==> config.mk <==
export PLATFORM = sky130hd
export DESIGN_NAME = sgd_seq_ctrl
export DESIGN_NICKNAME = d
export VERILOG_FILES = /design/src/rtl/sgd_seq_ctrl.sv
export SDC_FILE = /design/constraint.sdc
export NUM_CORES = 1
export LEC_CHECK = 0
export ABC_CLOCK_PERIOD_IN_PS = 4700
export CORE_ASPECT_RATIO = 0.8
export CORE_MARGIN = 3
export CORE_UTILIZATION = 35
export DETAILED_ROUTE_END_ITERATION = 8
export PLACE_DENSITY_LB_ADDON = 0.15
export SYNTH_ARGS = -nofsm -noshare
export SYNTH_HDL_FRONTEND = slang
export SYNTH_SLANG_ARGS = --single-unit
==> constraint.sdc <==
create_clock -name CLK -period 4.7 [get_ports CLK]
set_input_delay 0.47 -clock CLK [delete_from_list [all_inputs] [get_ports CLK]]
set_output_delay 0.47 -clock CLK [all_outputs]
set_load 0.05 [all_outputs]
==> src/rtl/sgd_seq_ctrl.sv <==
// sgd_seq_ctrl: load -> train -> hold run sequencer for the serial-load / RAM /
// SGD linear-regression datapath. It owns the sub-block resets and enables,
// muxes the RAM address, counts RAM writes against the requested row count,
// and reports configuration / length errors.
// Build option: define SEQ_TIMEOUT_EN to include the progress watchdog
// (TIMEOUT_W-bit idle counter in LOAD/TRAIN, fault code 3 on expiry).
module sgd_seq_ctrl #(
  parameter int ADDR_W    = 12,
  parameter int FEAT_W    = 4,
  parameter int EPOCH_W   = 8,
  parameter int TIMEOUT_W = 16
) (
  input  logic               CLK,
  input  logic               RST,
  input  logic               start,
  input  logic               abort,
  input  logic [ADDR_W-1:0]  data_points,
  input  logic [FEAT_W-1:0]  feat,
  input  logic [EPOCH_W-1:0] epoch,
  input  logic               ser_flag,
  input  logic               ser_done,
  input  logic [ADDR_W-1:0]  ser_addr,
  input  logic               sgd_done,
  input  logic [ADDR_W-1:0]  sgd_addr,
  output logic               ser_rst,
  output logic               ram_rst,
  output logic               sgd_rst,
  output logic               ram_we,
  output logic               ram_oe,
  output logic               sgd_hold,
  output logic [ADDR_W-1:0]  ram_addr,
  output logic               busy,
  output logic               done,
  output logic               error,
  output logic [1:0]         err_code,
  output logic [2:0]         state,
  output logic [ADDR_W-1:0]  wr_cnt,
  output logic [7:0]         run_cnt
);

  typedef enum logic [2:0] {
    S_IDLE  = 3'd0,
    S_PRIME = 3'd1,
    S_LOAD  = 3'd2,
    S_TRAIN = 3'd3,
    S_HOLD  = 3'd4,
    S_FAULT = 3'd5
  } state_t;

  localparam logic [1:0] E_NONE = 2'd0;
  localparam logic [1:0] E_CFG  = 2'd1;
  localparam logic [1:0] E_LEN  = 2'd2;
  localparam logic [1:0] E_TMO  = 2'd3;

  state_t              r_state;
  state_t              w_state_nxt;
  logic [1:0]          w_fault_code;
  logic [1:0]          r_err_code;
  logic [ADDR_W-1:0]   r_dp;
  logic [FEAT_W-1:0]   r_feat;
  logic [EPOCH_W-1:0]  r_epoch;
  logic [ADDR_W-1:0]   r_wr_cnt;
  logic [7:0]          r_run_cnt;
  logic                w_we;
  logic                w_wd_hit;
  logic                w_prime_entry;
  logic [ADDR_W-1:0]   w_wr_total;

  // A RAM write happens only for a valid serial word while rows remain.
  assign w_we = (r_state == S_LOAD) && !ser_flag && !ser_done && (r_wr_cnt < r_dp);

  // Row count including this cycle's write, used for the ser_done length check.
  assign w_wr_total = r_wr_cnt + ADDR_W'(w_we);

  // PRIME never repeats, so any transition into it is a fresh run.
  assign w_prime_entry = (w_state_nxt == S_PRIME);

`ifdef SEQ_TIMEOUT_EN
  logic [TIMEOUT_W-1:0] r_wd;
  logic                 w_wd_run;

  assign w_wd_run = (r_state == S_LOAD) || (r_state == S_TRAIN);
  assign w_wd_hit = w_wd_run && (r_wd == '1);

  // Watchdog: restarts on any state change and on every RAM write, counts idle LOAD/TRAIN cycles.
  always_ff @(posedge CLK) begin
    if (RST) begin
      r_wd <= '0;
    end else if (w_prime_entry || w_we || (w_state_nxt != r_state)) begin
      r_wd <= '0;
    end else if (w_wd_run) begin
      r_wd <= r_wd + TIMEOUT_W'(1);
    end
  end
`else
  // No watchdog in this build; the parameter is kept so both builds share one port/parameter list.
  assign w_wd_hit = 1'b0 & (TIMEOUT_W > 0);
`endif

  // State register.
  always_ff @(posedge CLK) begin
    if (RST) begin
      r_state <= S_IDLE;
    end else begin
      r_state <= w_state_nxt;
    end
  end

  // Next-state decode; abort outranks every normal transition in the active states.
  always_comb begin
    w_state_nxt  = r_state;
    w_fault_code = E_NONE;
    case (r_state)
      S_IDLE: begin
        if (start) w_state_nxt = S_PRIME;
      end
      S_PRIME: begin
        if (abort) begin
          w_state_nxt = S_IDLE;
        end else if ((r_dp == '0) || (r_feat == '0) || (r_epoch == '0)) begin
          w_state_nxt  = S_FAULT;
          w_fault_code = E_CFG;
        end else begin
          w_state_nxt = S_LOAD;
        end
      end
      S_LOAD: begin
        if (abort) begin
          w_state_nxt = S_IDLE;
        end else if (ser_done) begin
          if (w_wr_total == r_dp) begin
            w_state_nxt = S_TRAIN;
          end else begin
            w_state_nxt  = S_FAULT;
            w_fault_code = E_LEN;
          end
        end else if (!ser_flag && (r_wr_cnt == r_dp)) begin
          w_state_nxt  = S_FAULT;
          w_fault_code = E_LEN;
        end else if (w_wd_hit) begin
          w_state_nxt  = S_FAULT;
          w_fault_code = E_TMO;
        end
      end
      S_TRAIN: begin
        if (abort) begin
          w_state_nxt = S_IDLE;
        end else if (sgd_done) begin
          w_state_nxt = S_HOLD;
        end else if (w_wd_hit) begin
          w_state_nxt  = S_FAULT;
          w_fault_code = E_TMO;
        end
      end
      S_HOLD, S_FAULT: begin
        if (start) w_state_nxt = S_PRIME;
      end
      default: w_state_nxt = S_IDLE;
    endcase
  end

  // Sub-block control and status decoded from the registered state; address mux follows the active master.
  always_comb begin
    ser_rst  = 1'b1;
    ram_rst  = 1'b1;
    sgd_rst  = 1'b1;
    ram_oe   = 1'b0;
    sgd_hold = 1'b0;
    busy     = 1'b0;
    done     = 1'b0;
    error    = 1'b0;
    ram_addr = '0;
    case (r_state)
      S_PRIME: begin
        busy = 1'b1;
      end
      S_LOAD: begin
        ser_rst  = 1'b0;
        ram_rst  = 1'b0;
        busy     = 1'b1;
        ram_addr = ser_addr;
      end
      S_TRAIN: begin
        ram_rst  = 1'b0;
        sgd_rst  = 1'b0;
        ram_oe   = 1'b1;
        busy     = 1'b1;
        ram_addr = sgd_addr;
      end
      S_HOLD: begin
        ram_rst  = 1'b0;
        sgd_rst  = 1'b0;
        ram_oe   = 1'b1;
        sgd_hold = 1'b1;
        done     = 1'b1;
        ram_addr = sgd_addr;
      end
      S_FAULT: begin
        ram_rst = 1'b0;
        error   = 1'b1;
      end
      default: begin
      end
    endcase
  end

  // Run bookkeeping: write count and error code restart with each run, run count survives abort.
  always_ff @(posedge CLK) begin
    if (RST) begin
      r_err_code <= E_NONE;
      r_wr_cnt   <= '0;
      r_run_cnt  <= '0;
    end else begin
      if (w_prime_entry) begin
        r_err_code <= E_NONE;
        r_wr_cnt   <= '0;
      end else begin
        if (w_we) r_wr_cnt <= r_wr_cnt + ADDR_W'(1);
        if ((w_state_nxt == S_FAULT) && (r_state != S_FAULT)) r_err_code <= w_fault_code;
      end
      if ((r_state == S_TRAIN) && (w_state_nxt == S_HOLD)) r_run_cnt <= r_run_cnt + 8'd1;
    end
  end

  // Run configuration captured as PRIME is entered and held for the whole run.
  always_ff @(posedge CLK) begin
    if (w_prime_entry) begin
      r_dp    <= data_points;
      r_feat  <= feat;
      r_epoch <= epoch;
    end
  end

  assign ram_we   = w_we;
  assign state    = r_state;
  assign err_code = r_err_code;
  assign wr_cnt   = r_wr_cnt;
  assign run_cnt  = r_run_cnt;

endmodule

==> impl_metrics.env, run 1 <==
export IMPL_outcome="complete, no violations"
export IMPL_required_ps=4910
export IMPL_crit_end="state[1]"
export IMPL_areaGrowthSynthToFinish_pct=39.0
export IMPL_place_congestion=0.842
export IMPL_nets=473
export IMPL_coreArea_mm2=0.00813
export IMPL_grt_antenna_before_repair=0
export IMPL_syn_inst=305
export IMPL_io_pins=101
export IMPL_min_period_over_period=0.840
export IMPL_synth_area_leaders="edfxtp_1, dfxtp_1, ha_1"
export IMPL_wl_met3_um=813
export IMPL_synth_seq_cells=49
export IMPL_path_cells="nor3b_4, buf_4, inv_2, or4_1, a21oi_2, nand3_2, inv_1, ha_1, ha_1, nand4b_1, nand3_1, nor4b_1, o221ai_1, nor4b_1, nand2_1, a311oi_1"
export IMPL_finalHoldViolCount=0
export IMPL_fmax_ghz=0.253
export IMPL_final_cell_mix="clkdlybuf4s50_1, dfxtp_1, edfxtp_1, inv_1, ha_1"
export IMPL_worst_path_max_fanout=14
export IMPL_worstRegToRegCells=16
export IMPL_wl_per_cell_um=15.8
export IMPL_rr_endpoint="state[1]"
export IMPL_cts_root_buf="clkbuf_8"
export IMPL_h_tree_depth=2
export IMPL_grt_pass1_vias=2483
export IMPL_fill_cells=777
export IMPL_grt_max_degree=25
export IMPL_synth_warnings=0
export IMPL_drc=0
export IMPL_cts_setup_buffers=0
export IMPL_cp_end_kind="flop"
export IMPL_antennaDiodeCount=0
export IMPL_grt_overflow=0
export IMPL_numCtsBuffers=5
export IMPL_port_buffers=100
export IMPL_seqCellArea_mm2=0.00122
export IMPL_netlist_area_leader_share=0.241
export IMPL_critical_path_class="flop to flop"
export IMPL_p_clk_frac=0.262
export IMPL_grt_pass1_wl_um=12500
export IMPL_finalClockSkew_ps=14.1
export IMPL_slowest_stage="dfxtp_1"
export IMPL_syn_num_nets=379
export IMPL_place_detailed_hpwl_um=6280
export IMPL_worst_slack_ps=754
export IMPL_slew_viol_final=0
export IMPL_swShare=0.299
export IMPL_die_height_um=88.7
export IMPL_grt_usage=0.163
export IMPL_setup_viol=0
export IMPL_wirelength_um=8050
export IMPL_p_leak_nw=1.51
export IMPL_rows=29
export IMPL_wl_met1_um=3890
export IMPL_synthArstFlopShare=0
export IMPL_netlist_area_mm2=0.00299
export IMPL_top_layer="met4"
export IMPL_final_area_mm2=0.00416
export IMPL_clock_sinks=49
export IMPL_ant_nets=0
export IMPL_period_needed_ps=3950
export IMPL_route_met2_wl_um=3310
export IMPL_maxCapViolations=0
export IMPL_yosys_cell_types_count=62
export IMPL_die_w_um=109
export IMPL_drtIter0Drc=193
export IMPL_synth_edff_count=24
export IMPL_final_common_cell="clkdlybuf4s50_1"
export IMPL_floorplan_initialDensity=0.368
export IMPL_ir_drop_uv=144
export IMPL_cts_tree="yes"
export IMPL_final_util=0.512
export IMPL_p_switching_mw=0.296
export IMPL_syn_area_per_cell_um2=9.81
export IMPL_power_density_mw_per_mm2=238
export IMPL_synthFlopType="dfxtp_1"
export IMPL_cp_start_kind="flop"
export IMPL_drive_gt1_frac=0.0575
export IMPL_cp_startpoint="state[1]"
export IMPL_cts_resized=0
export IMPL_ys_seq_area_frac=0.408
export IMPL_p_int_mw=0.694
export IMPL_slowest_delay_ps=540
export IMPL_worst_slew_pin_slew_ps=1040
export IMPL_dieArea_mm2=0.00970
export IMPL_yosysTopAreaCell="edfxtp_1"
export IMPL_hold_path_class="flop to flop"
export IMPL_reg2reg_setup_slack_ps=750
export IMPL_critPathArrivalTime_ps=4160
export IMPL_cts_max_path_buffers=2
export IMPL_path_clk_slew_ps=90
export IMPL_tns_ps=0
export IMPL_r2r_start="state[1]"
export IMPL_slew_headroom=0.302
export IMPL_dpl_cell_area_mm2=0.00407
export IMPL_multi_input_area_mm2=0.00161
export IMPL_dr_pass1_iters=4
export IMPL_cts_hold_buf=0
export IMPL_hold_path_cell_count=1
export IMPL_seqPwrFrac=0.521
export IMPL_rsz0062_at_grt="false"
export IMPL_pre_cts_slack_ps=714
export IMPL_vias=2705
export IMPL_pwr_share_comb=0.217
export IMPL_clk_latency_ps=310
export IMPL_vias_per_cell=5.32
-- power by group through the flow --
stage,combinational (mW),clock [mW],sequential [mW]
6_report,0.215,0.260,0.516
5_1_grt,0.234,0.281,0.520
4_1_cts,0.216,0.270,0.516
3_5_place_dp,0.215,0,0.526
3_3_place_gp,0.213,0,0.525
2_1_floorplan,0.122,0,0.522
-- Yosys cell counts, types with 2 or more instances --
library cell	instances
a21oi_2	2
nor3_1	6
a21o_1	3
o21ai_0	9
buf_4	2
o21a_1	4
a22o_1	12
a21oi_1	11
buf_6	2
or3_1	10
xnor2_1	13
buf_1	2
nand4_1	10
a21boi_0	2
nor2_1	18
xor2_1	11
nor4b_1	2
o31ai_1	4
inv_1	21
nand3_1	13
and4_1	6
clkbuf_1	5
dfxtp_1	25
or4_1	3
edfxtp_1	24
o22ai_1	2
mux2i_1	3
nor4_1	7
ha_1	19
nand2_1	13
o221ai_1	2
buf_2	5
nor2b_1	4
a41oi_1	2
-- stage by stage --
stage | hold WS, ps | power [mW] | std cells
2_1_floorplan | 569 | 0.644 | 305
3_3_place_gp | 491 | 0.738 | 500
3_5_place_dp | 493 | 0.741 | 500
4_1_cts | 520 | 1.00 | 508
5_1_grt | 543 | 1.03 | 508
6_report | 511 | 0.991 | 508
-- registers in the layout, summed over array words and instances, names as in the netlist --
name and flops:
err_code 2, r_dp 12, r_epoch 8, r_feat 4
run_cnt 8, state 3, wr_cnt 12
-- final cells by class --
| type | instances | share of cell area |
|---|---|---|
| timing repair buffer | 103 | 0.246 |
| sequential | 49 | 0.293 |
| clock buffer | 5 | 0.0165 |
| multi-input combinational | 218 | 0.387 |
| inverter | 22 | 0.0198 |
| clock inverter | 3 | 0.00481 |
| tap | 108 | 0.0325 |
-- layer usage --
metal / global-route usage / vias to the layer above
li1: - / 1336
met1: 0.233 / 1266
met2: 0.250 / 99
met3: 0.0460 / 4
met4: 0.0272 / 0
met5: 0 / -
-- critical path, delay by kind of cell (launching register included) --
family                   cells  cell delay [ps]
buffers and inverters        3              380
flip-flops                   1              540
adder cells (fa/ha/maj)      2              500
AO/OA/AOI/OAI                3              600
AND/OR/NAND/NOR              8             1840
-- kinds of logic (layout without fill, tap and decap cells) --
group | after synthesis | in the layout | synth area share
compound gates | 67 | 67 | 0.166
xor+xnor | 24 | 24 | 0.0702
fa+ha+maj | 20 | 20 | 0.0828
buf+inv | 38 | 133 | 0.0573
flops | 49 | 49 | 0.408
mux | 3 | 3 | 0.0100
simple gates | 104 | 104 | 0.206
-- how the worst min path moves through the flow --
stage                         startpoint          end
after floorplan           data_points[0]      r_dp[0]
after global placement       err_code[0]  err_code[0]
after detailed placement     err_code[0]  err_code[0]
after CTS                    err_code[0]  err_code[0]
after global routing          run_cnt[7]   run_cnt[7]
final                        err_code[0]  err_code[0]
Note: power is estimated with default switching activity, not from simulation.
==> inputs of run 2 (changes only) <==
- ABC_CLOCK_PERIOD_IN_PS: 4700 -> 3280
- clock period: 4.7 -> 3.28 ns (I/O delays scaled with it)
==> run 2 against run 1 <==
Effect of this change:
- the flow now finishes with violations (negative setup slack)
- wire length increased by 10%
- register-to-register slack worse by 870 ps
- count of clock-buffer cells in the layout stayed put
- first-iteration DRC count up 0.52%
- via count up 8.1%
- sequential share of layout area shrank 3.0 points
- utilization up 6.6 points
- critical path type unchanged
- highest routed layer unchanged
==> impl_metrics.env, run 2 (synthesis results as in run 1) <==
export IMPL_place_detailed_hpwl_um=7000
export IMPL_slew_viol_final=0
export IMPL_slew_headroom=0.636
export IMPL_drive_gt1_frac=0.224
export IMPL_tns_ps=-296
export IMPL_cts_root_buf="clkbuf_8"
export IMPL_cts_max_path_buffers=2
export IMPL_cp_end_kind="flop"
export IMPL_vias_per_cell=5.23
export IMPL_port_buffers=100
export IMPL_met1_usage=0.243
export IMPL_ir_drop_uv=208
export IMPL_power_density_mw_per_mm2=320
export IMPL_die_height_um=88.7
export IMPL_clock_sinks=49
export IMPL_finalClockSkew_ps=6.08
export IMPL_outcome="finished with violations"
export IMPL_violations="negative setup slack"
export IMPL_wirelength_um=8850
export IMPL_dr_pass1_iters=4
export IMPL_nets=524
export IMPL_final_cell_mix="clkdlybuf4s50_1, buf_4, edfxtp_1, inv_1, nor2_1"
export IMPL_h_tree_depth=2
export IMPL_grt_overflow=0
export IMPL_grt_pass1_wl_um=13700
export IMPL_antennaDiodeCount=0
export IMPL_ant_nets=0
export IMPL_hold_path_cell_count=1
export IMPL_critical_path_class="flop to flop"
export IMPL_drtIter0Drc=194
export IMPL_grt_usage=0.181
export IMPL_cp_start_kind="flop"
export IMPL_coreArea_mm2=0.00813
export IMPL_maxCapViolations=0
export IMPL_wl_per_cell_um=15.8
export IMPL_fmax_ghz=0.295
export IMPL_worst_slew_pin_slew_ps=542
export IMPL_worst_slack_ps=-114
export IMPL_period_needed_ps=3390
export IMPL_grt_busiest_layer="met2"
export IMPL_fill_cells=741
export IMPL_io_pins=101
export IMPL_r2r_start="r_dp[1]"
export IMPL_cts_tree="yes"
export IMPL_die_w_um=109
export IMPL_grtUsageMet2=0.295
export IMPL_rows=29
export IMPL_vias=2925
export IMPL_hp_start="err_code[0]"
export IMPL_numCtsBuffers=5
export IMPL_finalHoldViolCount=0
export IMPL_areaGrowthSynthToFinish_pct=56.9
export IMPL_min_period_over_period=1.03
export IMPL_worstRegToRegCells=19
export IMPL_floorplan_initialDensity=0.368
export IMPL_setup_viol=4
export IMPL_drc=0
export IMPL_grt_pass1_vias=2759
export IMPL_grt_antenna_before_repair=0
export IMPL_cp_startpoint="r_dp[1]"
export IMPL_place_congestion=0.895
export IMPL_rsz0062_at_grt="true"
export IMPL_grt_max_degree=25
export IMPL_seqCellArea_mm2=0.00124
export IMPL_worst_path_max_fanout=4
export IMPL_layoutNonFillerInstCount=559
export IMPL_multi_input_area_mm2=0.00171
export IMPL_critPathArrivalTime_ps=3600
export IMPL_required_ps=3490
export IMPL_hold_path_class="flop to flop"
export IMPL_final_common_cell="clkdlybuf4s50_1"
export IMPL_globalRouteMet3Util=0.0540
export IMPL_dpl_cell_count=541
export IMPL_clk_latency_ps=310
export IMPL_path_clk_slew_ps=100
export IMPL_p_leak_nw=1.78
export IMPL_whs_ps=512
export IMPL_dieArea_mm2=0.00970
## run 2: power by group
| part | switching [mW] | leakage [nW] | internal [mW] |
|---|---|---|---|
| sequential | 0.0210 | 0.440 | 0.700 |
| clock | 0.230 | 0.0506 | 0.160 |
| combinational | 0.201 | 1.29 | 0.190 |
| total | 0.452 | 1.78 | 1.05 |
## run 2: final cells by class
cell class,instances,area share
Clock inverter,3,0.00613
Tap cell,108,0.0288
Timing Repair Buffer,154,0.304
Inverter,22,0.0189
Sequential cell,49,0.264
Clock buffer,5,0.0147
Multi-Input combinational cell,218,0.363
## run 2: per-layer routing
metal	vias up	share of wire
li1	1433	-
met1	1364	0.44
met2	124	0.46
met3	4	0.10
met4	0	0.0027
met5	-	0
## run 2: through the flow
stage | cell area (um2) | power [mW] | worst slack (ps) | util
after global placement | 4470 | 1.12 | -186 | 0.550
after global routing | 4690 | 1.57 | -359 | 0.578
final | 4690 | 1.50 | -114 | 0.578
after floorplan | 3080 | 0.925 | -607 | -
after detailed placement | 4470 | 1.12 | -292 | 0.550
after CTS | 4650 | 1.51 | -49.8 | 0.572
## run 2: worst max-delay path: stages, from the launching register on
cell        delay, ps
edfxtp_1          410
inv_2              80
ha_4              190
nor2b_1           120
o21a_1            160
o21a_1            160
o211ai_1          280
nand3_2           160
clkinvlp_4        120
ha_4              140
buf_4             110
nand3_2           100
buf_4             180
nor4_2            230
nor4b_2            80
o221ai_1          100
nor4b_2            70
buf_4             150
a21bo_2           190
a32o_1            250
## run 2: worst paths after layout
path | to | slack, ps
hold reg to reg | err_code[0] | 510
hold / removal | err_code[0] | 510
setup reg to reg | err_code[1] | -110
setup / recovery | err_code[1] | -110
## run 2: repair_timing
item                                    4_1_cts  5_1_grt
hold buffers                                  0        0
endpoints found under the setup margin        4        4
setup buffers                                 7        3
resized for setup                             6        5
pin swaps                                     2        2
==> inputs of run 3 (changes only) <==
- CORE_UTILIZATION: 35 -> 30
==> run 3 against run 2 <==
Effect of this change:
- the run still ends with negative setup slack left
- clock skew grew 1.3 ps
- combinational power grew 2%
- sequential cell count is the same
- worst setup slack lost 17 ps
- die area grew 16%
- via count shrank 2.3%
- cell count grew 3.0%
- clock power grew 36%
- sequential power is essentially flat
- count of clock-buffer cells in the layout is the same
- critical endpoint unchanged
- maximum frequency shrank 0.51%
==> impl_metrics.env, run 3 (synthesis results as in run 1) <==
export IMPL_critPathArrivalTime_ps=3590
export IMPL_rsz0062_at_grt="true"
export IMPL_path_clk_slew_ps=70
export IMPL_place_congestion=0.844
export IMPL_drive_gt1_frac=0.207
export IMPL_clk_latency_ps=290
export IMPL_dieArea_mm2=0.0112
export IMPL_grt_antenna_before_repair=0
export IMPL_rows=31
export IMPL_grt_overflow=0
export IMPL_whs_ps=522
export IMPL_hold_path_class="flop to flop"
export IMPL_min_period_over_period=1.04
export IMPL_multi_input_area_mm2=0.00172
export IMPL_numCtsBuffers=5
export IMPL_grt_usage=0.156
export IMPL_wirelength_um=8810
export IMPL_final_area_mm2=0.00474
export IMPL_grt_max_degree=25
export IMPL_slew_viol_final=0
export IMPL_dr_pass1_iters=4
export IMPL_cts_max_path_buffers=2
export IMPL_cp_end_kind="flop"
export IMPL_cts_root_buf="clkbuf_16"
export IMPL_cts_tree="yes"
export IMPL_worst_slew_pin_slew_ps=593
export IMPL_io_pins=101
export IMPL_floorplan_initialDensity=0.319
export IMPL_maxCapViolations=0
export IMPL_place_detailed_hpwl_um=7010
export IMPL_die_w_um=118
export IMPL_drc=0
export IMPL_grt_pass1_vias=2810
export IMPL_vias=2859
export IMPL_period_needed_ps=3410
export IMPL_vias_per_cell=4.96
export IMPL_antennaDiodeCount=0
export IMPL_nets=517
export IMPL_ir_drop_uv=328
export IMPL_h_tree_depth=2
export IMPL_coreArea_mm2=0.00939
export IMPL_drtIter0Drc=108
export IMPL_final_cell_mix="clkdlybuf4s50_1, buf_4, edfxtp_1, inv_1, nor2_1"
export IMPL_worst_slack_ps=-131
export IMPL_power_density_mw_per_mm2=348
export IMPL_wl_per_cell_um=15.3
export IMPL_die_height_um=95.3
export IMPL_seqCellArea_mm2=0.00124
export IMPL_reg2reg_setup_slack_ps=-130
export IMPL_slew_headroom=0.601
export IMPL_dpl_cell_area_mm2=0.00449
export IMPL_finalHoldViolCount=0
export IMPL_fill_cells=883
export IMPL_setup_viol=4
export IMPL_required_ps=3460
export IMPL_final_common_cell="clkdlybuf4s50_1"
export IMPL_areaGrowthSynthToFinish_pct=58.5
export IMPL_p_leak_nw=1.80
export IMPL_fmax_ghz=0.293
export IMPL_clock_sinks=49
export IMPL_grt_pass1_wl_um=14400
export IMPL_finalClockSkew_ps=7.36
export IMPL_cp_start_kind="flop"
export IMPL_tns_ps=-437
export IMPL_pre_cts_slack_ps=-230
export IMPL_worst_path_max_fanout=3
export IMPL_violations="negative setup slack"
export IMPL_port_buffers=100
export IMPL_outcome="finished with violations"
export IMPL_critical_path_class="flop to flop"
export IMPL_ant_nets=0
-- run 3: final cells by class --
cell class,count,area share
Clock buffer,5,0.0264
Inverter,22,0.0187
Sequential cell,49,0.261
Multi-Input combinational cell,218,0.363
Timing Repair Buffer,147,0.290
Tap cell,132,0.0348
Clock inverter,3,0.00607
-- run 3: worst max-delay path, stage by stage, from the launching register on --
cell        delay (ps)
edfxtp_1           400
inv_2               90
ha_4               190
nor2b_4            120
o21a_1             150
o21a_1             160
o211ai_1           230
nand3_2            150
clkinvlp_4         110
ha_4               140
ha_4               200
xnor2_2            150
nand3_2            110
nor4b_4            290
o221ai_2           150
nor4b_4            360
nor3_2             100
a32o_1             210
-- run 3: power by group --
group	switching, mW	leakage (nW)	internal [mW]	total, mW
registers	0.0214	0.440	0.700	0.722
clock network	0.237	0.0763	0.292	0.530
logic	0.202	1.29	0.196	0.398
-- run 3: what timing repair did --
item / 4_1_cts / 5_1_grt
gates resized for setup: 2 / 9
cloned: 0 / 0
endpoints found under the setup margin: 4 / 4
hold buffers: 0 / 0
pin swaps: 8 / 10
setup buffers: 2 / 2
-- run 3: metrics by stage --
step	utilization	power, mW	instances
finish	0.505	1.65	576
global route	0.505	1.73	576
CTS	0.498	1.66	574
detailed placement	0.479	1.12	564
global placement	0.479	1.11	564
floorplan	-	0.925	305
-- run 3: per-layer routing --
metal	GRT usage	vias up	part of all wire
li1	-	1420	-
met1	0.224	1327	0.50
met2	0.239	108	0.42
met3	0.0409	4	0.069
met4	0.0302	0	0.0057
met5	0	-	0
-- run 3: worst paths after layout --
path | end | cells after the start | start
worst min register to register | err_code[1] | 1 | err_code[1]
worst max register to register | err_code[1] | 17 | r_dp[1]
worst min-delay path | err_code[1] | 1 | err_code[1]
worst max-delay path | err_code[1] | 17 | r_dp[1]
